==> src/rtl/pc_unit.sv <==
// IF-stage program counter: priority next-PC select, EPC capture, post-exception fetch bubbles.
// PC/PCValid/EPC/FlushBusy are registered (1 cycle); NPCSeq is combinational. Stall holds the PC only in RUN.
module pc_unit #(
  parameter int unsigned           AW           = 30,
  parameter logic [AW-1:0]         RESET_VEC    = 30'h00100000,
  parameter logic [AW-1:0]         EXC_VEC      = 30'h00100060,
  parameter int unsigned           FLUSH_CYCLES = 2
) (
  input  logic          Clk,
  input  logic          Reset,
  input  logic          Stall,
  input  logic          RedirValid,
  input  logic [AW-1:0] RedirTarget,
  input  logic          ExcReq,
  input  logic [AW-1:0] ExcPC,
  input  logic          Eret,
  output logic [AW-1:0] PC,
  output logic          PCValid,
  output logic [AW-1:0] NPCSeq,
  output logic [AW-1:0] EPC,
  output logic          FlushBusy
);

  localparam logic [0:0] RUN   = 1'b0;
  localparam logic [0:0] FLUSH = 1'b1;

  localparam logic [3:0]    FLUSH_CNT = 4'(FLUSH_CYCLES);
  localparam logic [AW-1:0] ONE       = {{(AW-1){1'b0}}, 1'b1};

  logic [0:0]    state_q, state_nxt;
  logic [3:0]    cnt_q, cnt_nxt;
  logic [AW-1:0] pc_q, pc_nxt;
  logic [AW-1:0] epc_q, epc_nxt;
  logic          vld_q, vld_nxt;
  logic          busy_q, busy_nxt;
  logic [AW-1:0] pc_inc;

  assign pc_inc = pc_q + ONE;

  always_comb begin
    state_nxt = state_q;
    cnt_nxt   = cnt_q;
    pc_nxt    = pc_q;
    epc_nxt   = epc_q;
    vld_nxt   = vld_q;
    busy_nxt  = busy_q;

    case (state_q)
      RUN: begin
        if (ExcReq) begin
          epc_nxt = ExcPC;
          pc_nxt  = EXC_VEC;
          if (FLUSH_CNT != 4'd0) begin
            state_nxt = FLUSH;
            cnt_nxt   = FLUSH_CNT;
            vld_nxt   = 1'b0;
            busy_nxt  = 1'b1;
          end else begin
            vld_nxt = 1'b1;
          end
        end else if (Eret) begin
          pc_nxt  = epc_q;
          vld_nxt = 1'b1;
        end else if (RedirValid) begin
          pc_nxt = RedirTarget;
        end else if (!Stall) begin
          pc_nxt = pc_inc;
        end
      end

      FLUSH: begin
        // Bubbles drain unconditionally; every control input, nested exceptions included, is dropped here.
        cnt_nxt = cnt_q - 4'd1;
        pc_nxt  = EXC_VEC;
        if (cnt_q <= 4'd1) begin
          state_nxt = RUN;
          cnt_nxt   = 4'd0;
          vld_nxt   = 1'b1;
          busy_nxt  = 1'b0;
        end
      end

      default: begin
        state_nxt = RUN;
        cnt_nxt   = 4'd0;
        vld_nxt   = 1'b1;
        busy_nxt  = 1'b0;
      end
    endcase
  end

  always_ff @(posedge Clk) begin
    if (Reset) begin
      state_q <= RUN;
      cnt_q   <= 4'd0;
      pc_q    <= RESET_VEC;
      epc_q   <= '0;
      vld_q   <= 1'b1;
      busy_q  <= 1'b0;
    end else begin
      state_q <= state_nxt;
      cnt_q   <= cnt_nxt;
      pc_q    <= pc_nxt;
      epc_q   <= epc_nxt;
      vld_q   <= vld_nxt;
      busy_q  <= busy_nxt;
    end
  end

  assign PC        = pc_q;
  assign PCValid   = vld_q;
  assign NPCSeq    = pc_inc;
  assign EPC       = epc_q;
  assign FlushBusy = busy_q;

endmodule

==> config.mk <==
export PLATFORM = sky130hd
export DESIGN_NAME = pc_unit
export DESIGN_NICKNAME = d
export VERILOG_FILES = /design/src/rtl/pc_unit.sv
export SDC_FILE = /design/constraint.sdc
export NUM_CORES = 1
export LEC_CHECK = 0
export ABC_AREA = 1
export CAP_MARGIN = 0
export CORE_AREA = 2 2 99 101
export DETAILED_ROUTE_END_ITERATION = 6
export DIE_AREA = 0 0 101 103
export PLACE_DENSITY = 0.81
export SYNTH_ARGS = -nofsm -noshare
export SYNTH_HDL_FRONTEND = slang
export SYNTH_SLANG_ARGS = --single-unit
==> constraint.sdc <==
create_clock -name Clk -period 1.8 [get_ports Clk]
set_clock_uncertainty 0.05 [all_clocks]
set_input_delay 0.36 -clock Clk [delete_from_list [all_inputs] [get_ports Clk]]
set_output_delay 0.36 -clock Clk [all_outputs]
set_load 0.03 [all_outputs]
**After elaboration in Yosys (flattened, before gate mapping)**

Cells that the tools add are included.

- $add $sub $neg: 2
- Order comparisons: 1
- Eq/ne operators: 4
- Multiplexer cells: 18
- Bitwise gates (word level): 1
- Reduce and logical (&&, ||, !) cells: 3

Operator list:

| kind | count |
|---|---|
| 2-to-1 mux 30 bit | 4 |
| one-hot mux 30 bit (2 select lines) | 1 |
| adder 30 x 1 -> 30 bit, second input constant | 1 |
| 2-to-1 mux 4 bit | 2 |
| one-hot mux 4 bit (2 select lines) | 1 |
| 2-to-1 mux 1 bit | 7 |
| one-hot mux 1 bit (2 select lines) | 3 |
| AND reduction 2 bit | 3 |
| != test 5 bit, second input constant | 1 |
| less-or-equal comparator 4 x 1 -> 1 bit, second input constant | 1 |
| subtractor 4 x 1 -> 4 bit, second input constant | 1 |
| != test 3 bit, second input constant | 1 |
| != test 2 x 1 -> 1 bit, second input constant | 1 |
| != test 2 bit, second input constant | 1 |
| NOT 1 bit | 1 |

- Flip-flop bits (word level): 67
- Bits of input ports: 66
- Output and inout port bits: 92
- Logic and storage cells: 35

**Logic depth before layout (Yosys ltp)**

Gate-level depths: netlist of run 1.

- Word-level depth: 6
- Depth in mapped cells: 13

**Least setup slack after synthesis of run 1**

OpenSTA, ideal clock, no wires.

- Path kind: reg2reg
- Start: register pc_q[0], in the netlist PC[0]
- End: register pc_q[7], in the netlist PC[7]
- Arrival time: 2.124 ns
- Data required time: 1.679 ns
- Slack: -0.446 ns
- Cell stages (with the launch flop): 9
- Path buffers: 0
- Period minus slack after synthesis: 2.246 ns
- Path through: dfxtp_1 inv_1 nor2_4 nand2_4 xnor2_1 nor2_1 o21ai_1 nand2_1 a21oi_1

- Word-level cells in the longest chain between the ends: 6

RTL lines:

| item | RTL line | source |
|---|---|---|
| start, declared | 32 | `logic [AW-1:0] pc_q, pc_nxt;` |
| start signal, assigned | 103 | `pc_q <= pc_nxt;` |
| adder 30 x 1 -> 30 bit | 38 | `assign pc_inc = pc_q + ONE;` |
| net NPCSeq[7] | 19 | `output logic [AW-1:0] NPCSeq,` |
| 2-to-1 mux 30 bit | 66 | `end else if (!Stall) begin` |
| 2-to-1 mux 30 bit | 64 | `end else if (RedirValid) begin` |
| 2-to-1 mux 30 bit | 61 | `end else if (Eret) begin` |
| 2-to-1 mux 30 bit | 50 | `if (ExcReq) begin` |
| one-hot mux 30 bit (2 select lines) | 48 | `case (state_q)` |

The timed path passes the listed nets, and every way through them passes these cells. The select of a mux whose other input is x is not followed.
A chain may end at the register's enable or synchronous reset.

**Final worst setup path of run 1**

- Start: register pc_q[10], in the netlist PC[10]
- End: output port NPCSeq[27]

- Word-level cells in the longest chain between the ends: 1

RTL lines:

| item | RTL line |
|---|---|
| adder 30 x 1 -> 30 bit | 38 |
| end, declared | 19 |

Every way passes these cells.

==> summary.txt, run 1 <==
Outcome
  – Result of the run: finished, violations left
  – Violated checks: setup timing

Logic synthesis
  – Top cell type's share of synthesized area: 32.61%
  – Count leader, synth: nand2_1
  – Synth unique cells: 37
  – Syn_nets: 725
  – Ys Warns: 0
  – Flops & latches, synth: between 60 and 70
  – Gate Count Post-Synth: 655
  – Number of synthesized flops with an enable pin: 0
  – Post-synthesis sequential area ratio: 32.61%
  – Top cells by count, synth: nand2_1 (212), nor2_1 (118), dfxtp_1 (67)
  – Prevailing post-synth register cell: dfxtp_1
  – Syn avg cell area: between 6 and 7 um^2
  – Synthesized cell area: 0.004113 mm^2
  – Largest cells by area after synthesis: dfxtp_1 (33%), nand2_1 (19%), nor2_1 (11%)
  – Yosys top cell by area: dfxtp_1
  – Share of flip-flops with an asynchronous set or reset: 0%

Place
  – Post-Place Cells: 953
  – RePlAce Congestion: 0.9425
  – Port bufs: 157
  – Post-DP HPWL: 11590 um

STA
  – Period utilisation layout: 121.7%
  – Final min period: about 2.2 ns
  – Tightest Pin Transition: 0.4619 ns
  – Slew margin rel.: between 60% and 70%
  – Unrepaired setup endpoints after global routing: true
  – Final WS setup: -0.3906 ns
  – Setup_tns: -8.765 ns
  – Fmax: 456.5 MHz
  – Final setup viols: 35
  – Slew Viols, Final: 0
  – Final hold viol count: 0

Global routing
  – Vias in the first global route: 5027
  – First-pass GRT wire length: 24790 um
  – Initial antenna violation count: 0
  – GRT Total Usage: a little under a third
  – Pin count of the biggest net entering global routing: 47
  – Grt total ovfl: 0

Route
  – Final WL: roughly 17000 um
  – DR iter-0 viols: 392
  – Via count: between 5000 and 6000
  – DR pass1 iterations: 6
  – Drt wl/cell: roughly 17 um
  – Post-DRT Antenna Nets: 0
  – Via density: 5.337
  – DRC viols: 0

Hold path
  – Hold_sp: cnt_q[1]
  – Hold WC Path Type: flop to flop
  – Hold Path Depth: 2
  – Hold worst-path end: cnt_q[1]

Clock tree
  – Worst-Skew Late Latency: 0.35 ns
  – Clock tree buffer depth: 2
  – CTS root buf: clkbuf_8
  – CTS hold repair buffers: 0
  – CTS tree: yes
  – CTS sink count: 67
  – Clock transition at the registers of the reported paths: approximately 0.070 ns
  – Htree depth: 3
  – CTS Buf Count: 9

Finish
  – Synth-to-layout area growth: 78.00%
  – Area of the multi-input gates: around 0.0030 mm^2
  – Final #Nets: 958
  – Share of cells above drive strength 1: 33.56%
  – ANT cells: 0
  – Fill count: 677
  – Non-Filler Instances: 1005
  – FF/Latch Area: around 0.0014 mm^2

Worst setup path
  – FF-to-FF setup slack: -0.35 ns
  – Reg-to-reg critical path startpoint: PC[10]
  – Worst r2r dst: PC[27]
  – CP Launch Type: flop
  – WP data arrival: around 1.8 ns
  – CP Capture Type: output pin
  – Required time worst endpoint: 1.39 ns
  – Reg2Reg Depth: 16
  – Crit Path Class: flop to output pin
  – Critical path peak fanout: 5

Pwr
  – Maximum vdd drop: 574.6 uV
  – Power density over the cells: 551.5 mW/mm^2
  – Standby leakage power: 3.509 nW

Job
  – Max_cap viols: 0

Floorplanning
  – Core area: approximately 0.0095 mm^2
  – Die Area: 0.01040 mm^2
  – Top-level I/O count: 158
  – Starting Density: 43.48%
  – Rows: 36
  – Die W: 101 um
  – Die Span Y: 103 um
cell families after synthesis:
family | share of synthesized area, %
AOI/OAI and AO/OA | 14.76
xor gates and xnor gates | 3.894
adders and majority gates | 1.217
buffers and inverters | 8.548
DFF | 32.61
and+or+nand+nor | 38.97
power by group:
group / internal [mW] / switching [mW] / total, mW
Sequential: 1.58 / 0.110 / 1.69
Clock: 0.481 / 0.571 / 1.05
Combinational: 0.560 / 0.735 / 1.30
layout make-up:
class	count	area share [%]
sequential	67	19.18
tap	114	1.948
clock buffer	11	1.795
inverter	47	2.529
multi-input combinational	512	40.76
timing repair buffer	251	33.55
clock inverter	3	0.2393
routing by layer:
layer | vias up | GRT usage [%] | share of wire (%) | wire length (um)
li1 | 2542 | - | - | -
met1 | 2515 | 39.76 | 41 | 6981
met2 | 264 | 51.64 | 49 | 8217
met3 | 43 | 4.949 | 7.1 | 1199
met4 | 0 | 13.20 | 3.0 | 502
met5 | - | 0 | 0 | 0
critical path, cell delays in order, from the launching register on:
cell and delay (ns):
dfxtp_4 0.40, nand2_4 0.07, buf_6 0.12, nor2_4 0.15, nand2_1 0.12, nor2_4 0.17
nand2_1 0.08, nand2_1 0.10, nand2_1 0.08, buf_6 0.14
cells in the final DEF (no fill, tap or decap), types with 3 or more instances in the layout:
cell and n:
buf_6 39, nor2_4 15, dlymetal6s2s_1 12, dfxtp_4 12
xor2_4 4, dlygate4sd2_1 50, inv_2 7, xnor2_4 5
nor2_1 98, dfxtp_1 41, o22ai_1 3, o211ai_1 5
inv_1 37, a21oi_2 10, nand3_1 13, buf_12 11
o21ai_1 3, nand3_2 11, dfxtp_2 14, nand3b_1 3
nand3_4 3, o21ai_0 41, clkbuf_8 9, nor2_2 15
nand2_4 14, buf_4 71, clkdlybuf4s50_1 65, a21oi_1 39
nand2_2 42, nand2_1 166
how the worst max path moves through the flow:
| stage | from | endpoint | slack, ns | cells after the start |
|---|---|---|---|---|
| after floorplan | PC[0] | PC[11] | -0.08 | 9 |
| after global placement | Eret | PC[0] | -0.26 | 8 |
| after detailed placement | Eret | PC[4] | -0.30 | 8 |
| after CTS | PC[0] | NPCSeq[26] | -0.34 | 9 |
| after global routing | PC[10] | PC[27] | -0.50 | 16 |
| final | PC[10] | NPCSeq[27] | -0.39 | 9 |
sequential cells by signal, indices dropped and copies added (netlist names):
| signal | cells |
|---|---|
| state_q | 1 |
| PC | 30 |
| cnt_q | 4 |
| FlushBusy | 1 |
| EPC | 30 |
| PCValid | 1 |
timing repair:
action                                  CTS  global route
hold endpoints to repair                  0             0
endpoints found under the setup margin   80            62
resized for setup                       145           108
setup buffers                            27            18
pin swaps                                35            44
metrics by stage:
step / total power [mW] / worst slack (ns) / area [um^2] / hold slack (ns) / util (%)
CTS: 3.982 / -0.3383 / 6874 / 0.4380 / 72.67
detailed placement: 2.928 / -0.2963 / 6225 / 0.4278 / 65.81
global placement: 2.908 / -0.2650 / 6225 / 0.4186 / 65.81
global route: 4.199 / -0.4977 / 7321 / 0.4723 / 77.39
finish: 4.037 / -0.3906 / 7321 / 0.4375 / 77.39
floorplan: 2.344 / -0.08291 / 4234 / 0.4073 / -
(Power assumes the default switching activity.)
==> run 2: changes to the inputs <==
CTS_CLUSTER_SIZE = 14   (was not set)
==> results of run 2 <==
The final DEF is identical to that of run 1; final timing and power are the same.
